--- config.mk ---
export PLATFORM = sky130hd
export DESIGN_NAME = traffic_light_ctrl
export DESIGN_NICKNAME = d
export VERILOG_FILES = /design/src/rtl/traffic_light_ctrl.sv
export SDC_FILE = /design/constraint.sdc
export NUM_CORES = 1
export LEC_CHECK = 0
export CORE_UTILIZATION = 55
export DETAILED_ROUTE_END_ITERATION = 8
export GPL_TIMING_DRIVEN = 1
export HOLD_SLACK_MARGIN = 0.1
export MAX_ROUTING_LAYER = met4
export PLACE_DENSITY = 0.8
export SKIP_LAST_GASP = 1
export SLEW_MARGIN = 20
export SYNTH_ARGS = -nofsm -noshare
export SYNTH_HDL_FRONTEND = slang
export SYNTH_SLANG_ARGS = --single-unit
--- constraint.sdc ---
create_clock -name clk -period 6 [get_ports clk]
set_input_delay 0.6 -clock clk [delete_from_list [all_inputs] [get_ports clk]]
set_output_delay 0.6 -clock clk [all_outputs]
set_load 0.005 [all_outputs]
--- src/rtl/traffic_light_ctrl.sv ---
// traffic_light_ctrl: intersection phase sequencer.
// Each served direction runs green -> yellow -> all-red. Directions with no
// vehicle demand are skipped, and an emergency request can preempt service.
// All outputs are registered, and every state update happens on the rising clock edge.
module traffic_light_ctrl #(
    parameter int unsigned GREEN_CYCLES  = 8,
    parameter int unsigned YELLOW_CYCLES = 3,
    parameter int unsigned ALLRED_CYCLES = 2,
    parameter int unsigned CNT_W         = 8
) (
    input  logic       clk,
    input  logic       rst,
    input  logic [3:0] req,
    input  logic       emg_valid,
    input  logic [1:0] emg_dir,
    output logic [1:0] traffic_light,
    output logic       green,
    output logic       yellow
);

    typedef enum logic [1:0] {
        ST_ALL_RED,
        ST_GREEN,
        ST_YELLOW,
        ST_EMG_GREEN
    } state_t;

    // Counters are loaded with N-1 so that a phase lasts exactly N cycles.
    localparam logic [CNT_W-1:0] GREEN_LOAD  = CNT_W'(GREEN_CYCLES - 1);
    localparam logic [CNT_W-1:0] YELLOW_LOAD = CNT_W'(YELLOW_CYCLES - 1);
    localparam logic [CNT_W-1:0] ALLRED_LOAD = CNT_W'(ALLRED_CYCLES - 1);
    localparam logic [CNT_W-1:0] CNT_ONE     = CNT_W'(1);

    state_t           state_q, state_d;
    logic [CNT_W-1:0] cnt_q, cnt_d;
    logic [1:0]       traffic_light_q, traffic_light_d;
    logic             green_q, green_d;
    logic             yellow_q, yellow_d;

    // Round-robin pick: the first requesting direction after cur, wrapping back to cur.
    function automatic logic [1:0] pick_next(input logic [1:0] cur, input logic [3:0] r);
        logic [1:0] cand;
        logic [1:0] sel;
        logic       found;
        sel   = cur;
        found = 1'b0;
        cand  = cur;
        for (int k = 1; k <= 4; k++) begin
            cand = cur + 2'(k);
            if (!found && r[cand]) begin
                sel   = cand;
                found = 1'b1;
            end
        end
        return sel;
    endfunction

    // Next-state, phase counter and registered-output decode.
    always_comb begin
        // NOTE: every signal gets a default before the case, so no path can leave one unassigned and infer a latch.
        state_d         = state_q;
        cnt_d           = cnt_q;
        traffic_light_d = traffic_light_q;

        unique case (state_q)
            ST_ALL_RED: begin
                if (cnt_q != '0) begin
                    cnt_d = cnt_q - CNT_ONE;
                end else if (emg_valid) begin
                    state_d         = ST_EMG_GREEN;
                    traffic_light_d = emg_dir;
                end else if (|req) begin
                    state_d         = ST_GREEN;
                    traffic_light_d = pick_next(traffic_light_q, req);
                    cnt_d           = GREEN_LOAD;
                end
                // With no demand, stay expired and re-evaluate on the next cycle.
            end
            ST_GREEN: begin
                if (emg_valid && (emg_dir == traffic_light_q)) begin
                    // Same direction: convert to emergency green with no gap.
                    state_d = ST_EMG_GREEN;
                end else if (emg_valid || (cnt_q == '0)) begin
                    // Truncate the green for a conflicting emergency, or end it at expiry.
                    state_d = ST_YELLOW;
                    cnt_d   = YELLOW_LOAD;
                end else begin
                    cnt_d = cnt_q - CNT_ONE;
                end
            end
            ST_YELLOW: begin
                if (cnt_q == '0) begin
                    state_d = ST_ALL_RED;
                    cnt_d   = ALLRED_LOAD;
                end else begin
                    cnt_d = cnt_q - CNT_ONE;
                end
            end
            ST_EMG_GREEN: begin
                // Held for as long as the request stays up; emg_dir is not re-sampled here.
                if (!emg_valid) begin
                    state_d = ST_YELLOW;
                    cnt_d   = YELLOW_LOAD;
                end
            end
            default: begin
                state_d = ST_ALL_RED;
                cnt_d   = ALLRED_LOAD;
            end
        endcase

        green_d  = (state_d == ST_GREEN) || (state_d == ST_EMG_GREEN);
        yellow_d = (state_d == ST_YELLOW);
    end

    // State register with synchronous reset into a full all-red clearance.
    always_ff @(posedge clk) begin
        // NOTE: sequential state uses non-blocking assignments, so every flop samples its pre-edge value.
        if (rst) begin
            state_q         <= ST_ALL_RED;
            cnt_q           <= ALLRED_LOAD;
            traffic_light_q <= 2'd0;
            green_q         <= 1'b0;
            yellow_q        <= 1'b0;
        end else begin
            state_q         <= state_d;
            cnt_q           <= cnt_d;
            traffic_light_q <= traffic_light_d;
            green_q         <= green_d;
            yellow_q        <= yellow_d;
        end
    end

    assign traffic_light = traffic_light_q;
    assign green         = green_q;
    assign yellow        = yellow_q;

endmodule

==> results of run 1 <==
==> per-stage QoR <==
step	instances	total power, mW	hold slack (ns)
final	153	0.534	0.541
after global routing	153	0.583	0.566
after CTS	153	0.528	0.535
after detailed placement	149	0.455	0.513
after global placement	149	0.451	0.499
after floorplan	128	0.390	0.464
==> placed cells by master (no fill, tap or decap), drive strengths merged, types with 2 or more instances in the layout <==
master	n
a211oi	4
nand2b	2
o211ai	3
dfxtp	14
nor3	6
or4	2
inv	8
a31oi	4
nor4	2
a21oi	11
xnor2	2
o21ai	11
o22a	2
o31ai	2
nor3b	3
clkdlybuf4s50	12
a311oi	3
nor2b	2
and2	2
clkbuf	4
nor2	11
o32ai	2
ha	2
nand2	9
mux2i	2
==> layout make-up <==
type,count,area (um2)
Sequential cell,14,280
Clock buffer,4,36.3
Fill cell,132,467
Timing Repair Buffer,12,120
Inverter,8,30.0
Multi-Input combinational cell,99,623
Tap cell,16,20.0
==> logic make-up (layout without fill, tap and decap cells) <==
| group | after synthesis | after routing |
|---|---|---|
| xor+xnor | 2 | 2 |
| simple gates | 44 | 44 |
| fa+ha+maj | 2 | 2 |
| mux | 2 | 2 |
| flops | 14 | 14 |
| compound gates | 49 | 49 |
| buf+inv | 15 | 24 |
==> synth_stat cells, types with 3 or more instances <==
library cell and number:
a211oi_1 4, o211ai_1 3, nor3b_1 3, clkbuf_1 5
inv_1 8, a21oi_1 11, a311oi_1 3, a31oi_1 4
dfxtp_1 14, nand2_1 9, nor3_1 6, nor2_1 11
o21ai_0 11
==> registers in the layout, indices dropped and copies added, names as in the netlist <==
name,flops
traffic_light,2
green,1
cnt_q,8
yellow,1
state_q,2
==> how the worst min path moves through the flow <==
stage                                startpoint                    end  slack, ns  depth (start not counted)
final                     cnt_q[0]$_SDFFE_PP1P_  cnt_q[0]$_SDFFE_PP1P_       0.54                          2
after global routing      cnt_q[0]$_SDFFE_PP1P_  cnt_q[0]$_SDFFE_PP1P_       0.57                          2
after CTS                 cnt_q[0]$_SDFFE_PP1P_  cnt_q[0]$_SDFFE_PP1P_       0.54                          2
after detailed placement  cnt_q[0]$_SDFFE_PP1P_  cnt_q[0]$_SDFFE_PP1P_       0.51                          2
after global placement    cnt_q[7]$_SDFFE_PP0P_  cnt_q[7]$_SDFFE_PP0P_       0.50                          1
after floorplan           cnt_q[7]$_SDFFE_PP0P_  cnt_q[7]$_SDFFE_PP0P_       0.46                          1
==> worst register-to-register path, delay by kind of cell, from the launching register on <==
family	cells	cell delay [ns]
and+or+nand+nor	2	1.16
adders and majority gates	1	0.18
buffers and inverters	1	0.10
DFF	1	0.34
AOI/OAI and AO/OA	2	0.61
==> report_power, final <==
group	internal, mW	switching, mW	total, mW
sequential	0.127	0.0474	0.175
combinational	0.135	0.157	0.292
clock	0.0369	0.0306	0.0675
==> routing by layer <==
layer | part of all wire | global-route usage | vias to the layer above
met4 | 0.019 | 0.115 | 0
met3 | 0.077 | 0.0667 | 9
met2 | 0.46 | 0.442 | 50
met5 | 0 | - | -
met1 | 0.44 | 0.332 | 470
li1 | - | - | 498
==> results.sh, run 1 <==
export IMPL_reg2reg_slack_ns=3.53
export IMPL_fin_area_mm2=0.00111
export IMPL_numPortBuffers=12
export IMPL_final_util=0.704
export IMPL_startpoint_type="flip-flop"
export IMPL_synthMuxAreaShare=0.0207
export IMPL_fin_nets=149
export IMPL_fin_crit_sh=0.412
export IMPL_yosysTopAreaCellShare=0.289
export IMPL_arrival_ns=2.67
export IMPL_synth_seq_area_share=0.289
export IMPL_r2r_start="cnt_q[0]$_SDFFE_PP1P_"
export IMPL_ys_warnings_count=0
export IMPL_htreeDepth=1
export IMPL_insertion_delay_ns=0.28
export IMPL_placementRows=14
export IMPL_synth_cells=128
export IMPL_powerDensity_mw_per_mm2=482
export IMPL_drt_total_wl_um=2360
export IMPL_critPathRequiredTime_ns=6.19
export IMPL_worst_slack_ns=3.53
export IMPL_power_leakage_nw=0.385
export IMPL_worstSetupEndpointType="flip-flop"
export IMPL_dr_pass1_iters=9
export IMPL_setup_viol=0
export IMPL_ir_drop_mv=0.314
export IMPL_path_class="reg -> reg"
export IMPL_cap_violations=0
export IMPL_period_needed_ns=2.47
export IMPL_drv_slew=0
export IMPL_async_reset_ff_frac=0
export IMPL_drt_initial_drc_count=48
export IMPL_synth_compound_area_frac=0.332
export IMPL_areaGrowthSynthToFinish_pct=14.6
export IMPL_skew_ns=0.00429
export IMPL_rsz0062_at_grt="false"
export IMPL_drc=1
export IMPL_yosys_area_share_simple=0.247
export IMPL_reg2reg_to="cnt_q[7]$_SDFFE_PP0P_"
export IMPL_grt_max_degree=14
export IMPL_cp_max_fo=9
export IMPL_cp_num_buf_inv=1
export IMPL_numClockSinks=14
export IMPL_synth_seq_cells=14
export IMPL_hold_viol=0
export IMPL_post_drt_via_cell_ratio=6.71
export IMPL_startpoint="cnt_q[0]$_SDFFE_PP1P_"
export IMPL_reg2reg_depth=6
export IMPL_grt_usage=0.277
export IMPL_grt_overflow_total=0
export IMPL_clk_pin_slew_ns=0.09
export IMPL_synthFlopType="dfxtp_1"
export IMPL_drive_above_1_share=0.0584
export IMPL_place_area_mm2=0.00107
export IMPL_syn_area_per_cell_um2=7.57
export IMPL_ant_nets=0
export IMPL_fp_dieH_um=44.0
export IMPL_dieArea_mm2=0.00193
export IMPL_place_ws_ns=3.44
export IMPL_synthAdderAreaFrac=0.0258
export IMPL_ys_top_cells_by_area="dfxtp_1 (29%), a21oi_1 (5.7%), o21ai_0 (5.7%)"
export IMPL_initial_core_util=0.614
export IMPL_synth_nets=139
export IMPL_path_delay_family="simple AND/OR/NAND/NOR gates"
export IMPL_grt_pass1_vias=914
export IMPL_grt_pass1_wl_um=3880
export IMPL_cts_tree="done"
export IMPL_top_level_ports=13
export IMPL_place_congestion=0.884
export IMPL_synth_top_family_by_area="compound AO/OA/AOI/OAI gates"
export IMPL_die_x_um=44.0
export IMPL_cts_resized_gates=0
export IMPL_hpwlAfterDp_um=1620
export IMPL_slowest_delay_ns=0.60
export IMPL_synth_area_um2=968
export IMPL_n_antenna_cell=0
export IMPL_worstPathCellList="inv_1 > ha_1 > or4b_1 > or4_4 > o22a_1 > a311oi_1"
export IMPL_synth_xor_area_frac=0.0181
export IMPL_run_status="finished with violations"
export IMPL_max_freq_mhz=404
export IMPL_numCtsBuffers=3
export IMPL_cp_depth=6
export IMPL_vias=1027
export IMPL_crit_end="cnt_q[7]$_SDFFE_PP0P_"
export IMPL_yosysTopAreaCell="dfxtp_1"
export IMPL_coreArea_mm2=0.00158
export IMPL_cts_buffer_depth=2
export IMPL_synth_edf_count=0
export IMPL_antenna_found_initial=0
export IMPL_fin_setup_tns_ns=0
export IMPL_wl_per_cell_um=15.4
export IMPL_synth_cell_types=39
export IMPL_cts_root_buf="clkbuf_4"
export IMPL_cts_setup_buffers=0
export IMPL_violations="DRC"
export IMPL_cts_hold_buf=0
export IMPL_cp_slowest_cell="or4b_1"
export IMPL_slew_headroom=0.568
export IMPL_worst_pin_slew_ns=0.641
export IMPL_hold_class="reg -> reg"
No activity file was read; power rests on OpenSTA's default activity.
==> run 2: changes to the inputs <==
--- a/config.mk
+++ b/config.mk
@@ -5,12 +5,12 @@
 export SDC_FILE = /design/constraint.sdc
 export NUM_CORES = 1
 export LEC_CHECK = 0
-export CORE_UTILIZATION = 55
+export CORE_UTILIZATION = 48
 export DETAILED_ROUTE_END_ITERATION = 8
 export GPL_TIMING_DRIVEN = 1
 export HOLD_SLACK_MARGIN = 0.1
 export MAX_ROUTING_LAYER = met4
-export PLACE_DENSITY = 0.8
+export PLACE_DENSITY = 0.74
 export SKIP_LAST_GASP = 1
 export SLEW_MARGIN = 20
 export SYNTH_ARGS = -nofsm -noshare
==> constraint.sdc (replaced) <==
create_clock -name clk -period 2.1 [get_ports clk]
set_input_delay 0.21 -clock clk [delete_from_list [all_inputs] [get_ports clk]]
set_output_delay 0.21 -clock clk [all_outputs]
set_load 0.005 [all_outputs]
==> results.sh, run 2 (synthesis results as in run 1) <==
export IMPL_htreeDepth=1
export IMPL_initial_core_util=0.538
export IMPL_cts_hold_buf=0
export IMPL_placementRows=15
export IMPL_ir_drop_mv=0.879
export IMPL_insertion_delay_ns=0.29
export IMPL_n_antenna_cell=0
export IMPL_drt_initial_drc_count=55
export IMPL_setup_viol=7
export IMPL_final_cell_mix="buf_4 (22), dfxtp_1 (12), clkdlybuf4s50_1 (12)"
export IMPL_dr_pass1_iters=4
export IMPL_regMostFlops="cnt_q"
export IMPL_cp_num_buf_inv=1
export IMPL_final_util=0.754
export IMPL_largest_reg_flops=8
export IMPL_grt_pass1_wl_um=4060
export IMPL_grt_met2_usage=0.386
export IMPL_antenna_found_initial=0
export IMPL_run_status="finished with violations"
export IMPL_cts_root_buf="clkbuf_4"
export IMPL_cap_violations=0
export IMPL_cp_max_fo=4
export IMPL_busiest_layer="met2"
export IMPL_place_ws_ns=-0.114
export IMPL_slew_headroom=0.609
export IMPL_grt_use_met1=0.365
export IMPL_numClockSinks=14
export IMPL_grt_usage=0.265
export IMPL_worst_slack_ns=-0.0856
export IMPL_startpoint_type="flip-flop"
export IMPL_arrival_ns=2.38
export IMPL_areaGrowthSynthToFinish_pct=40.3
export IMPL_worstPathCellList="inv_2 > ha_4 > or4b_4 > or4_4 > a31oi_4 > nand2b_1 > o32ai_2"
export IMPL_power_leakage_nw=0.510
export IMPL_drv_slew=0
export IMPL_top_level_ports=13
export IMPL_post_drt_via_cell_ratio=6.12
export IMPL_rsz0062_at_grt="true"
export IMPL_dieArea_mm2=0.00220
export IMPL_worst_pin_slew_ns=0.580
export IMPL_grtUsageMet3=0.0500
export IMPL_hold_viol=0
export IMPL_grt_max_degree=14
export IMPL_cts_tree="done"
export IMPL_place_congestion=0.957
export IMPL_numPortBuffers=12
export IMPL_drc=0
export IMPL_skew_ns=0.00125
export IMPL_ant_nets=0
export IMPL_numCtsBuffers=3
export IMPL_drt_total_wl_um=2750
export IMPL_coreArea_mm2=0.00180
export IMPL_die_x_um=46.9
export IMPL_violations="setup timing"
export IMPL_nFillCells=138
export IMPL_wl_per_cell_um=14.8
export IMPL_cp_slowest_cell="or4b_4"
export IMPL_max_freq_mhz=458
export IMPL_fin_crit_sh=1.04
export IMPL_hpwlAfterDp_um=1920
export IMPL_worstSetupEndpointType="flip-flop"
export IMPL_grt_pass1_vias=907
export IMPL_cts_buffer_depth=2
export IMPL_final_common_cell="buf_4"
export IMPL_drive_above_1_share=0.263
export IMPL_path_delay_family="simple AND/OR/NAND/NOR gates"
export IMPL_critPathRequiredTime_ns=2.29
export IMPL_clk_pin_slew_ns=0.09
export IMPL_powerDensity_mw_per_mm2=1400
export IMPL_vias=1133
export IMPL_fp_dieH_um=46.9
export IMPL_fin_nets=172
export IMPL_hold_class="reg -> reg"
export IMPL_period_needed_ns=2.19
export IMPL_slowest_delay_ns=0.48
export IMPL_path_class="reg -> reg"
export IMPL_grt_overflow_total=0
run 2: per-layer routing:
| layer | share of wire | vias up | wire length [um] |
|---|---|---|---|
| li1 | - | 550 | - |
| met1 | 0.44 | 521 | 1210 |
| met2 | 0.47 | 60 | 1300 |
| met3 | 0.081 | 2 | 222 |
| met4 | 0.0044 | 0 | 12 |
| met5 | 0 | - | 0 |
run 2: final timing paths:
kind,start,endpoint,slack (ns),cells after the start
max,cnt_q[0]$_SDFFE_PP1P_,traffic_light[0]$_SDFFE_PP0P_,-0.09,7
min,cnt_q[5]$_SDFFE_PP0P_,cnt_q[5]$_SDFFE_PP0P_,0.60,2
max reg2reg,cnt_q[0]$_SDFFE_PP1P_,traffic_light[0]$_SDFFE_PP0P_,-0.09,7
min reg2reg,cnt_q[5]$_SDFFE_PP0P_,cnt_q[5]$_SDFFE_PP0P_,0.60,2
run 2: cell type report:
| cell class | instances | area [um2] | area share |
|---|---|---|---|
| well taps | 25 | 31.3 | 0.0230 |
| inverters | 8 | 30.0 | 0.0221 |
| clock buffers | 4 | 36.3 | 0.0267 |
| repair buffers | 35 | 297 | 0.218 |
| flip-flops and latches | 14 | 283 | 0.208 |
| multi-input cells | 99 | 682 | 0.502 |
run 2: worst register-to-register path, cell delays in order (launching register included):
cell	delay, ns
dfxtp_2	0.34
inv_2	0.08
ha_4	0.14
or4b_4	0.48
or4_4	0.48
a31oi_4	0.17
nand2b_1	0.10
o32ai_2	0.30
run 2: stage by stage:
stage                     total power, mW  hold slack (ns)  setup TNS, ns  instance area (um2)  instances
after CTS                            1.80            0.603        -0.0785                 1330        184
after floorplan                      1.15            0.287        -0.0686                  992        128
final                                1.90            0.597         -0.164                 1360        185
after global placement               1.48            0.557              0                 1230        176
after detailed placement             1.49            0.576         -0.285                 1230        176
after global routing                 2.02            0.627         -0.678                 1360        185
run 2: what timing repair did:
item | in CTS | in global routing
setup endpoints to repair | 10 | 12
pin swaps | 4 | 0
resized for setup | 7 | 4
buffers inserted | 4 | 1
hold endpoints to repair | 0 | 0
run 2: report_power, final:
part	leakage (nW)	internal (mW)	switching, mW
sequential	0.115	0.367	0.0876
clock	0.0210	0.106	0.0990
combinational	0.375	0.625	0.611
total	0.510	1.10	0.798
==> run 3: changes to the inputs <==
--- a/config.mk
+++ b/config.mk
@@ -5,9 +5,10 @@
 export SDC_FILE = /design/constraint.sdc
 export NUM_CORES = 1
 export LEC_CHECK = 0
+export ABC_CLOCK_PERIOD_IN_PS = 2100
+export CORE_MARGIN = 3
 export CORE_UTILIZATION = 48
 export DETAILED_ROUTE_END_ITERATION = 8
-export GPL_TIMING_DRIVEN = 1
 export HOLD_SLACK_MARGIN = 0.1
 export MAX_ROUTING_LAYER = met4
 export PLACE_DENSITY = 0.74
==> results.sh, run 3 (synthesis results as in run 1) <==
export IMPL_slew_headroom=0.626
export IMPL_hold_viol=0
export IMPL_cp_num_buf_inv=1
export IMPL_insertion_delay_ns=0.30
export IMPL_fin_crit_sh=1.00
export IMPL_multi_input_area_um2=697
export IMPL_dieArea_mm2=0.00259
export IMPL_path_delay_family="simple AND/OR/NAND/NOR gates"
export IMPL_grt_pass1_wl_um=4790
export IMPL_cap_violations=0
export IMPL_dr_pass1_iters=4
export IMPL_post_drt_via_cell_ratio=6.26
export IMPL_hold_class="reg -> reg"
export IMPL_path_class="reg -> reg"
export IMPL_drive_above_1_share=0.281
export IMPL_vias=1159
export IMPL_regArea_um2=283
export IMPL_final_cell_mix="buf_4 (23), dfxtp_1 (12), clkdlybuf4s50_1 (12)"
export IMPL_n_antenna_cell=0
export IMPL_drc=0
export IMPL_ir_drop_mv=1.00
export IMPL_fp_dieH_um=50.9
export IMPL_ant_nets=0
export IMPL_areaGrowthSynthToFinish_pct=41.2
export IMPL_grt_pass1_vias=1034
export IMPL_drt_initial_drc_count=87
export IMPL_violations="setup timing"
export IMPL_htreeDepth=1
export IMPL_fin_nets=173
export IMPL_hold_ws_ns=0.594
export IMPL_cp_slowest_cell="or4_4"
export IMPL_worstSetupEndpointType="flip-flop"
export IMPL_numCtsBuffers=3
export IMPL_antenna_found_initial=0
export IMPL_regMostFlops="cnt_q"
export IMPL_worst_pin_slew_ns=0.555
export IMPL_grt_usage=0.258
export IMPL_numClockSinks=14
export IMPL_cts_buffer_depth=2
export IMPL_max_freq_mhz=476
export IMPL_wl_per_cell_um=15.3
export IMPL_fin_setup_tns_ns=-0.00149
export IMPL_hpwlAfterDp_um=2000
export IMPL_period_needed_ns=2.10
export IMPL_worst_slack_ns=-0.00149
export IMPL_top_level_ports=13
export IMPL_fin_area_mm2=0.00137
export IMPL_placementRows=15
export IMPL_rsz0062_at_grt="true"
export IMPL_largest_reg_flops=8
export IMPL_nFillCells=140
export IMPL_grt_max_degree=11
export IMPL_coreArea_mm2=0.00182
export IMPL_drt_total_wl_um=2830
export IMPL_startpoint_type="flip-flop"
export IMPL_drv_slew=0
export IMPL_numPortBuffers=12
export IMPL_run_status="finished with violations"
export IMPL_cts_root_buf="clkbuf_4"
export IMPL_worstPathCellList="inv_2 > ha_4 > or4b_4 > or4_4 > o22a_4 > a311oi_1"
export IMPL_skew_ns=0.00863
export IMPL_final_common_cell="buf_4"
export IMPL_power_leakage_nw=0.512
export IMPL_clk_pin_slew_ns=0.08
export IMPL_critPathRequiredTime_ns=2.31
export IMPL_cp_max_fo=9
export IMPL_arrival_ns=2.31
export IMPL_cts_tree="done"
export IMPL_place_congestion=0.979
export IMPL_slowest_delay_ns=0.48
export IMPL_powerDensity_mw_per_mm2=1380
export IMPL_initial_core_util=0.532
export IMPL_grt_overflow_total=0
export IMPL_die_x_um=50.9
export IMPL_setup_viol=1
export IMPL_place_area_mm2=0.00123
-- run 3: cell types whose count changed in the layout (fill, tap and decap cells not counted) --
cell	previous run	this run
o31ai_2	0	1
buf_4	22	23
a2111oi_2	0	1
clkbuf_8	1	0
o31ai_1	2	1
a2111oi_1	1	0
a211oi_2	0	1
a211oi_1	4	3
-- run 3: power breakdown --
group	total, mW	switching, mW	internal, mW
clock	0.162	0.0948	0.0670
combinational	1.26	0.627	0.636
sequential	0.457	0.0903	0.367
-- run 3: cell type report --
class,count,share of cell area
Inverter,8,0.0220
Sequential cell,14,0.207
Tap cell,25,0.0229
Multi-Input combinational cell,99,0.510
Timing Repair Buffer,36,0.222
Clock buffer,3,0.0165
-- run 3: stage by stage --
step / util / cells / worst slack (ns) / total power, mW
floorplan: - / 128 / -0.0586 / 1.15
global placement: 0.678 / 176 / 0.0260 / 1.48
detailed placement: 0.678 / 176 / -0.0774 / 1.50
CTS: 0.732 / 184 / -0.00950 / 1.77
global route: 0.751 / 185 / -0.0440 / 2.02
finish: 0.751 / 185 / -0.00149 / 1.88
-- run 3: tightest hold or removal path, stage by stage, from the launching register on --
cell,delay [ns]
dfxtp_2,0.34
buf_4,0.12
a21oi_1,0.06
nand2_1,0.06
-- run 3: path summary, 6_finish.rpt --
check,start,to,slack [ns],cells past startpoint
worst max-delay path,cnt_q[0]$_SDFFE_PP1P_,cnt_q[5]$_SDFFE_PP0P_,-0.001,6
worst min-delay path,cnt_q[0]$_SDFFE_PP1P_,cnt_q[0]$_SDFFE_PP1P_,0.59,3
worst max register to register,cnt_q[0]$_SDFFE_PP1P_,cnt_q[5]$_SDFFE_PP0P_,-0.001,6
worst min register to register,cnt_q[0]$_SDFFE_PP1P_,cnt_q[0]$_SDFFE_PP1P_,0.59,3
-- run 3: metal layers --
metal	up-vias	share of wire	track usage
met5	-	0	-
met4	0	0.041	0.206
met3	11	0.077	0.0525
met2	63	0.44	0.345
met1	540	0.44	0.330
li1	545	-	-
-- run 3: timing repair --
action | 4_1_cts | 5_1_grt
hold buffers | 0 | 0
buffers inserted | 5 | 1
pin swaps | 4 | 2
setup endpoints to repair | 10 | 8
resized for setup | 8 | 6
